==> src/rtl/johnson_pkg.sv <==
// johnson_pkg
//   Shared definitions for the Johnson-ring step sequencer:
//   - state_t       : controller FSM states
//   - RING_W/CNT_DW/PH_DW : default ring, step-count and phase widths
//   - RESET_PATTERN : ring value after reset (phase 2*RING_W-1)
//   - phase_of()    : twisted-ring state -> phase index decode
package johnson_pkg;

   localparam int RING_W = 5;
   localparam int CNT_DW = 8;
   localparam int PH_DW  = 4;

   typedef enum logic [1:0] {
      ST_IDLE = 2'd0,
      ST_RUN  = 2'd1,
      ST_HOLD = 2'd2,
      ST_DONE = 2'd3
   } state_t;

   localparam logic [RING_W-1:0] RESET_PATTERN = 5'b10000;

   // Legal Johnson states fill with ones from the LSB, then drain from the
   // LSB. While the MSB is clear the ones count is the phase; once the MSB
   // is set the ring is on its second half, so the phase is 2*w - ones.
   // qv is zero-extended; only the low w bits take part.
   function automatic logic [7:0] phase_of(input logic [31:0] qv, input int w);
      int ones;
      ones = 0;
      for (int i = 0; i < 32; i++) begin
         if (i < w && qv[i]) ones++;
      end
      if (qv[w-1]) return 8'(2*w - ones);
      else         return 8'(ones);
   endfunction

endpackage

==> src/rtl/johnson_ring.sv <==
// johnson_ring
//   Left-shifting twisted-ring (Johnson) counter datapath. Advances by one
//   state on a rising clk edge when adv is high, otherwise holds.
// Ports:
//   clk  in   rising-edge clock
//   rst  in   asynchronous active-high reset, loads the reset pattern
//   adv  in   advance enable for this edge
//   q    out  ring state
module johnson_ring
   import johnson_pkg::*;
#(
   parameter int WIDTH = RING_W
) (
   input  logic             clk,
   input  logic             rst,
   input  logic             adv,
   output logic [WIDTH-1:0] q
);

   // Both arms give MSB-only-set; the first keeps the shared constant as
   // the source of truth at the default width.
   localparam logic [WIDTH-1:0] RST_Q = (WIDTH == RING_W) ? WIDTH'(RESET_PATTERN)
                                                          : {1'b1, {(WIDTH-1){1'b0}}};

   logic [WIDTH-1:0] q_q;
   logic [WIDTH-1:0] q_d;

   always_comb begin
      q_d = q_q;
      if (adv) q_d = {q_q[WIDTH-2:0], ~q_q[WIDTH-1]};
   end

   always_ff @(posedge clk or posedge rst) begin
      if (rst) q_q <= RST_Q;
      else     q_q <= q_d;
   end

   assign q = q_q;

endmodule

==> src/rtl/johnson_seq_ctrl.sv <==
// johnson_seq_ctrl
//   Step-count sequencer for the Johnson ring. A start in IDLE latches a
//   step count; the ring then advances once per clock until the count is
//   exhausted, freezing while pause is high and abandoning the run on stop.
// Ports:
//   clk, rst      clock (rising) / async active-high reset
//   start, steps  run request and step count, sampled together in IDLE
//   pause         level; freezes the ring during a run
//   stop          abort; beats pause and advance
//   q             ring state
//   phase         decoded phase index 0..2*WIDTH-1 (combinational from q)
//   phase_oh      one-hot of phase (combinational from q)
//   busy, paused  high in RUN/HOLD and HOLD respectively
//   done, aborted one-cycle pulses for normal / stop-terminated completion
//   wrap          one-cycle pulse after the ring steps from the last phase to 0
module johnson_seq_ctrl
   import johnson_pkg::*;
#(
   parameter int WIDTH = RING_W,
   parameter int CNT_W = CNT_DW,
   parameter int PH_W  = PH_DW
) (
   input  logic                 clk,
   input  logic                 rst,
   input  logic                 start,
   input  logic [CNT_W-1:0]     steps,
   input  logic                 pause,
   input  logic                 stop,
   output logic [WIDTH-1:0]     q,
   output logic [PH_W-1:0]      phase,
   output logic [2*WIDTH-1:0]   phase_oh,
   output logic                 busy,
   output logic                 paused,
   output logic                 done,
   output logic                 aborted,
   output logic                 wrap
);

   localparam int NPH = 2 * WIDTH;

   state_t           state_q,   state_d;
   logic [CNT_W-1:0] rem_q,     rem_d;
   logic             busy_q,    busy_d;
   logic             paused_q,  paused_d;
   logic             done_q,    done_d;
   logic             aborted_q, aborted_d;
   logic             wrap_q,    wrap_d;
   logic             adv;

   johnson_ring #(.WIDTH(WIDTH)) u_ring (
      .clk (clk),
      .rst (rst),
      .adv (adv),
      .q   (q)
   );

   assign phase    = PH_W'(phase_of(32'(q), WIDTH));
   assign phase_oh = NPH'(1) << phase;

   always_comb begin
      state_d   = state_q;
      rem_d     = rem_q;
      adv       = 1'b0;
      aborted_d = 1'b0;

      case (state_q)
         ST_IDLE: begin
            if (!stop && start) begin
               if (steps == '0) begin
                  state_d = ST_DONE;
               end else begin
                  rem_d   = steps;
                  state_d = ST_RUN;
               end
            end
         end
         ST_RUN: begin
            if (stop) begin
               state_d   = ST_IDLE;
               rem_d     = '0;
               aborted_d = 1'b1;
            end else if (pause) begin
               state_d = ST_HOLD;
            end else begin
               // rem_q >= 1 in RUN, so the decrement cannot underflow
               adv   = 1'b1;
               rem_d = rem_q - CNT_W'(1);
               if (rem_q == CNT_W'(1)) state_d = ST_DONE;
            end
         end
         ST_HOLD: begin
            if (stop) begin
               state_d   = ST_IDLE;
               rem_d     = '0;
               aborted_d = 1'b1;
            end else if (!pause) begin
               // back to RUN only; the next advance waits for the next edge
               state_d = ST_RUN;
            end
         end
         ST_DONE: state_d = ST_IDLE;
         default: state_d = ST_IDLE;
      endcase

      // Status outputs are registered copies of the next state so they line
      // up with state_q and clear asynchronously with reset.
      busy_d   = (state_d == ST_RUN) || (state_d == ST_HOLD);
      paused_d = (state_d == ST_HOLD);
      done_d   = (state_d == ST_DONE);
      wrap_d   = adv && (phase == PH_W'(NPH - 1));
   end

   always_ff @(posedge clk or posedge rst) begin
      if (rst) begin
         state_q   <= ST_IDLE;
         rem_q     <= '0;
         busy_q    <= 1'b0;
         paused_q  <= 1'b0;
         done_q    <= 1'b0;
         aborted_q <= 1'b0;
         wrap_q    <= 1'b0;
      end else begin
         state_q   <= state_d;
         rem_q     <= rem_d;
         busy_q    <= busy_d;
         paused_q  <= paused_d;
         done_q    <= done_d;
         aborted_q <= aborted_d;
         wrap_q    <= wrap_d;
      end
   end

   assign busy    = busy_q;
   assign paused  = paused_q;
   assign done    = done_q;
   assign aborted = aborted_q;
   assign wrap    = wrap_q;

endmodule

==> config.mk <==
export PLATFORM = sky130hd
export DESIGN_NAME = johnson_seq_ctrl
export DESIGN_NICKNAME = d
export VERILOG_FILES = /design/src/rtl/johnson_pkg.sv /design/src/rtl/johnson_ring.sv /design/src/rtl/johnson_seq_ctrl.sv
export SDC_FILE = /design/constraint.sdc
export NUM_CORES = 1
export LEC_CHECK = 0
export ABC_AREA = 1
export CAP_MARGIN = 20
export CORE_MARGIN = 2
export CORE_UTILIZATION = 55
export CTS_CLUSTER_DIAMETER = 150
export DETAILED_ROUTE_END_ITERATION = 8
export PLACE_DENSITY = 0.89
export SLEW_MARGIN = 20
export SYNTH_ARGS = -nofsm -noshare
export SYNTH_HDL_FRONTEND = slang
export SYNTH_SLANG_ARGS = --single-unit
==> constraint.sdc <==
create_clock -name clk -period 7.3 [get_ports clk]
set_input_delay 1.46 -clock clk [delete_from_list [all_inputs] [get_ports clk]]
set_output_delay 1.46 -clock clk [all_outputs]
set_load 0.02 [all_outputs]
==> results of run 1 <==
==> cell type report <==
cell class / count / area [µm²]
Clock buffer: 3 / 22.5
Clock inverter: 1 / 30.0
Fill cell: 235 / 847
Inverter: 41 / 164
Multi-Input combinational cell: 163 / 1040
Sequential cell: 20 / 502
Tap cell: 33 / 41.3
Timing Repair Buffer: 36 / 360
==> state kept, by name, indices dropped and copies added (netlist names) <==
register / flops
rem_q: 8
u_ring.q: 5
state_q: 2
aborted: 1
busy: 1
done: 1
paused: 1
wrap: 1
==> cell usage after synthesis (5+ instances only) <==
master / count / area (µm²)
ha_1: 14 / 175
o22ai_1: 5 / 31.3
nand3_2: 6 / 60.1
dfrtp_1: 19 / 475
nor2_1: 16 / 60.1
a21oi_1: 8 / 40.0
nand2_1: 48 / 180
o21ai_0: 13 / 65.1
inv_1: 35 / 131
nor2_2: 5 / 31.3
nand2_4: 9 / 101
nand3_1: 15 / 75.1
==> cell families (layout without fill, tap and decap cells) <==
logic type / Yosys count / after routing
flops: 20 / 20
xor+xnor: 3 / 3
buf+inv: 42 / 81
compound gates: 33 / 33
fa+ha+maj: 14 / 14
simple gates: 113 / 113
==> worst register-to-register path: cells and delay by family (launching register included) <==
family | cells | cell delay (ps)
adders and majority gates | 4 | 1180
buffers and inverters | 3 | 210
and+or+nand+nor | 11 | 1200
DFF | 1 | 420
AOI/OAI and AO/OA | 1 | 150
==> metal layers <==
layer	GRT usage, %	wire [µm]	vias to the layer above
li1	-	-	798
met1	28.5	1600	740
met2	40.1	1810	43
met3	3.46	175	4
met4	3.81	21	0
met5	0	0	-
==> layout by cell type, fill, tap and decap left out, types with 2 or more instances in the layout <==
cell,n
inv_1,35
nand3_2,6
a21oi_1,8
nor2_4,4
xor2_1,2
nand2_2,3
nand3_1,15
nand2_1,48
nand4_1,3
inv_2,3
dfrtp_1,19
nor2_1,16
clkdlybuf4s50_1,36
nor2_2,5
o21ai_0,13
nand2_4,9
clkbuf_4,3
o22ai_1,5
a211oi_1,2
ha_1,14
nand3_4,2
==> through the flow <==
step / setup slack (ps) / util [%] / cells / instance area (µm²)
floorplan: 2640 / - / 225 / 1710
global placement: 2270 / 70.0 / 293 / 2100
detailed placement: 2120 / 70.0 / 293 / 2100
CTS: 1760 / 71.8 / 297 / 2160
global route: 1450 / 71.8 / 297 / 2160
finish: 1790 / 71.8 / 297 / 2160
==> path summary, 6_finish.rpt <==
kind	from	endpoint	cells past startpoint
max reg2reg	u_ring.q[0]	wrap	19
min in group asynchronous	rst	rem_q[7]	2
min reg2reg	rem_q[3]	rem_q[3]	2
max	u_ring.q[0]	phase_oh[1]	20
min	rem_q[3]	rem_q[3]	2
max in group asynchronous	rst	paused	2
==> results.json, run 1 <==
{
  "max_freq_ghz": 0.182,
  "antenna_found_initial": 0,
  "yosysSeqAreaShare_pct": 29.4,
  "drv_slew": 0,
  "rows": 20,
  "first_global_vias": 1485,
  "nets": 292,
  "cts_max_path_buffers": 2,
  "netlist_area_mm2": 0.00171,
  "viasPerCell": 5.34,
  "synth_compound_area_share_pct": 11.5,
  "crit_path_end_kind": "primary output",
  "route.detailed.drc": 0,
  "synth_top_family_by_area": "simple AND/OR/NAND/NOR gates",
  "coreArea_mm2": 0.00300,
  "cts_setup_buffers": 0,
  "cp.arrival_ps": 4050,
  "fp.dieH_um": 59.7,
  "wl_um": 3600,
  "yosys.area_share.adder_pct": 10.3,
  "path_max_fanout": 5,
  "synth_xor_area_share_pct": 1.54,
  "cp_cell_sequence": "inv_1 > ha_1 > inv_1 > nand2_1 > nand2_1 > ha_1 > nand2_1 > nand2_1 > ha_1 > or2_0 > nand2_1 > inv_2 > ha_1 > nand2_1 > nand2_1 > nand3_1 > a21oi_4 > inv_1 > nor2_4 > clkdlybuf4s50_1",
  "clock-root-buffer": "clkbuf_4",
  "synth_mux_area_share_pct": 0,
  "grt_overflow": 0,
  "initial_utilization_pct": 56.8,
  "required_ps": 5840,
  "worst-path-buf-inv": 5,
  "synthArstFlopShare_pct": 100,
  "cts_sinks": 20,
  "clk_latency_ps": 300,
  "drive_above_1_share_pct": 15.2,
  "cap_viol_max_count": 0,
  "reg2reg_setup_slack_ps": 4090,
  "drt_iter0_drc": 52,
  "synth_edf_count": 0,
  "port_buffers": 36,
  "synth_ff_type": "dfrtp_1",
  "netlist_instances": 225,
  "dp_hpwl_um": 2900,
  "pin_count": 37,
  "antenna_cells": 0,
  "vias": 1585,
  "cp-start-kind": "flip-flop",
  "whs_ps": 589,
  "htreeDepth": 1,
  "yosys.area_share.simple_pct": 37.4,
  "cts_tree": "done",
  "dieArea_mm2": 0.00356,
  "ys_warn_count": 0,
  "worst_slew_pin_slew_ps": 762,
  "slowest_stage": "clkdlybuf4s50_1",
  "grt_max_degree": 21,
  "ys_seq_elements": 20,
  "status": "complete, no violations",
  "rsz0062_at_grt": "no",
  "cts.clk_slew.worst_paths_ps": 110,
  "avgSynthCellArea_um2": 7.58,
  "dr.pass1.iters": 4,
  "finalSetupViolCount": 0,
  "cts_resized": 0,
  "cts_hold_buf": 0,
  "max_stage_delay_ps": 600,
  "crit_type": "flip-flop to primary output",
  "finClkSkew_ps": 1.90,
  "synth_cell_types": 32,
  "post-route-period-util_pct": 75.4,
  "period_needed_ps": 5510,
  "grt_use_total_pct": 22.3,
  "slew_headroom_pct": 49.1,
  "die_x_um": 59.7,
  "avgRoutedWirePerCell_um": 12.1,
  "numCtsBuffers": 3,
  "ant_nets": 0,
  "path_delay_family": "adder cells",
  "tns_ps": 0,
  "place.gp.congestion": 0.874,
  "min_path_type": "flip-flop to flip-flop",
  "crit_top_cell": "nand2_1",
  "areaGrowthSynthToFinish_pct": 26.4,
  "finalHoldViolations": 0,
  "grt_pass1_wl_um": 6260,
  "syn_nets": 252
}
Power of run 1 is left out: the tool's default activity adds up to more than one toggle a clock period on the data nets, which glitch-free logic cannot reach.
==> inputs of run 2 (changes only) <==
--- a/config.mk
+++ b/config.mk
@@ -8,10 +8,10 @@
 export ABC_AREA = 1
 export CAP_MARGIN = 20
 export CORE_MARGIN = 2
-export CORE_UTILIZATION = 55
+export CORE_UTILIZATION = 51
 export CTS_CLUSTER_DIAMETER = 150
 export DETAILED_ROUTE_END_ITERATION = 8
-export PLACE_DENSITY = 0.89
+export PLACE_DENSITY = 0.83
 export SLEW_MARGIN = 20
 export SYNTH_ARGS = -nofsm -noshare
 export SYNTH_HDL_FRONTEND = slang
==> constraint.sdc (replaced) <==
create_clock -name clk -period 5.2 [get_ports clk]
set_input_delay 1.04 -clock clk [delete_from_list [all_inputs] [get_ports clk]]
set_output_delay 1.04 -clock clk [all_outputs]
set_load 0.02 [all_outputs]
==> run 2 against run 1 <==
Cell area grew 1.6%. Sequential cell count is the same. Count of clock-buffer cells in the layout is the same. Via count shrank 4.2%. Final cell count grew 3.7%. Register-to-register slack lost 2100 ps. Sequential share of layout area shrank 0.36 points. Routed wire length shrank 0.92%. Non-clock buffer count is the same. Hold slack lost 4.1 ps. Die area grew 7.3%. Critical path depth shrank 2. Critical endpoint is now phase_oh[8]. Largest cell class unchanged. Highest routed layer unchanged.
==> results.json, run 2 (synthesis results as in run 1) <==
{
  "met2_length_um": 1750,
  "dieArea_mm2": 0.00382,
  "status": "complete, no violations",
  "rows": 20,
  "multi_input_area_mm2": 0.00104,
  "viasPerCell": 4.93,
  "utilization_pct": 70.0,
  "pin_count": 37,
  "required_ps": 4160,
  "nets": 292,
  "place.gp.congestion": 0.946,
  "wl_um": 3570,
  "dr_wl_met3_um": 183,
  "cp.arrival_ps": 3880,
  "clk_latency_ps": 310,
  "htreeDepth": 1,
  "placed_cells": 304,
  "avgRoutedWirePerCell_um": 11.6,
  "clock-root-buffer": "clkbuf_4",
  "crit_path_end_kind": "primary output",
  "fp.dieH_um": 61.8,
  "antenna_cells": 0,
  "coreArea_mm2": 0.00313,
  "fill_cells": 259,
  "initial_utilization_pct": 54.5,
  "worst_slew_pin_slew_ps": 752,
  "crit_type": "flip-flop to primary output",
  "regArea_um2": 502,
  "routed.top_layer": "met4",
  "layout_common_cells": "48 x nand2_1, 35 x inv_1, 28 x clkdlybuf4s50_1, 19 x dfrtp_1, 16 x nor2_1",
  "ant_nets": 0,
  "cts_sinks": 20,
  "cts_max_path_buffers": 2,
  "port_buffers": 36,
  "path_max_fanout": 5,
  "cap_viol_max_count": 0,
  "cp-start-kind": "flip-flop",
  "numCtsBuffers": 3,
  "largest-register": "rem_q",
  "first_global_vias": 1472,
  "finalSetupViolCount": 0,
  "antenna_found_initial": 0,
  "drv_slew": 0,
  "dr.pass1.iters": 4,
  "mostFrequentLayoutCell": "nand2_1",
  "cts.clk_slew.worst_paths_ps": 110,
  "areaGrowthSynthToFinish_pct": 28.4,
  "grt_use_total_pct": 21.6,
  "fin_cells": 308,
  "finalHoldViolations": 0,
  "tns_ps": 0,
  "dp_hpwl_um": 2880,
  "grt_pass1_wl_um": 6180,
  "grt_max_degree": 21,
  "slew_headroom_pct": 49.8,
  "drive_above_1_share_pct": 15.2,
  "whs_ps": 584,
  "largest_reg_flops": 8,
  "finClkSkew_ps": 9.19,
  "reg2reg_setup_slack_ps": 1990,
  "post-route-period-util_pct": 94.7,
  "rsz0062_at_grt": "no",
  "max_freq_ghz": 0.203,
  "cts_tree": "done",
  "min_path_type": "flip-flop to flip-flop",
  "route.detailed.drc": 0,
  "drt_iter0_drc": 77,
  "period_needed_ps": 4920,
  "die_x_um": 61.8,
  "grt_overflow": 0,
  "vias": 1519,
  "wl_met1_um": 1600
}
## run 2: worst paths after layout
| kind | cells past startpoint | startpoint | to |
|---|---|---|---|
| max | 18 | u_ring.q[0] | phase_oh[8] |
| min | 2 | u_ring.q[1] | u_ring.q[2] |
| max reg2reg | 19 | u_ring.q[0] | wrap |
| min reg2reg | 2 | u_ring.q[1] | u_ring.q[2] |
| max in group asynchronous | 2 | rst | u_ring.q[2] |
| min in group asynchronous | 2 | rst | wrap |
## run 2: final cells by class
| class | instances | share of cell area, % |
|---|---|---|
| clock buffers | 3 | 1.03 |
| clock inverters | 1 | 1.37 |
| inverters | 41 | 7.49 |
| multi-input cells | 163 | 47.3 |
| flip-flops and latches | 20 | 22.9 |
| well taps | 44 | 2.51 |
| repair buffers | 36 | 17.4 |
## run 2: routing by layer
layer	vias up	global-route usage [%]
met5	-	0
met4	0	6.08
met3	6	4.35
met2	42	38.2
met1	675	26.7
li1	796	-
## run 2: what timing repair did
action,in CTS,in global routing
hold buffers,0,0
resized for setup,0,8
setup buffers,0,0
endpoints found under the hold margin,0,0
setup endpoints to repair,0,8
## run 2: critical path, stage by stage, from the launching register on
cell and delay (ps):
dfrtp_1 420, inv_1 80, ha_1 350, inv_1 70, nand2_1 120, nand2_1 80
ha_1 290, nand2_1 90, nand2_1 100, ha_1 270, or2_0 220, nand2_1 100
inv_2 60, ha_1 270, nand2_1 50, nand2_1 160, nand3_2 130, nor2_1 130
clkdlybuf4s50_1 620
## run 2: stage by stage
step	instance area (µm²)	setup WS [ps]
5_1_grt	2190	5.49
3_3_place_gp	2120	594
2_1_floorplan	1710	961
6_report	2190	277
3_5_place_dp	2120	420
4_1_cts	2170	62.0
Power of run 2 is left out for the same reason.
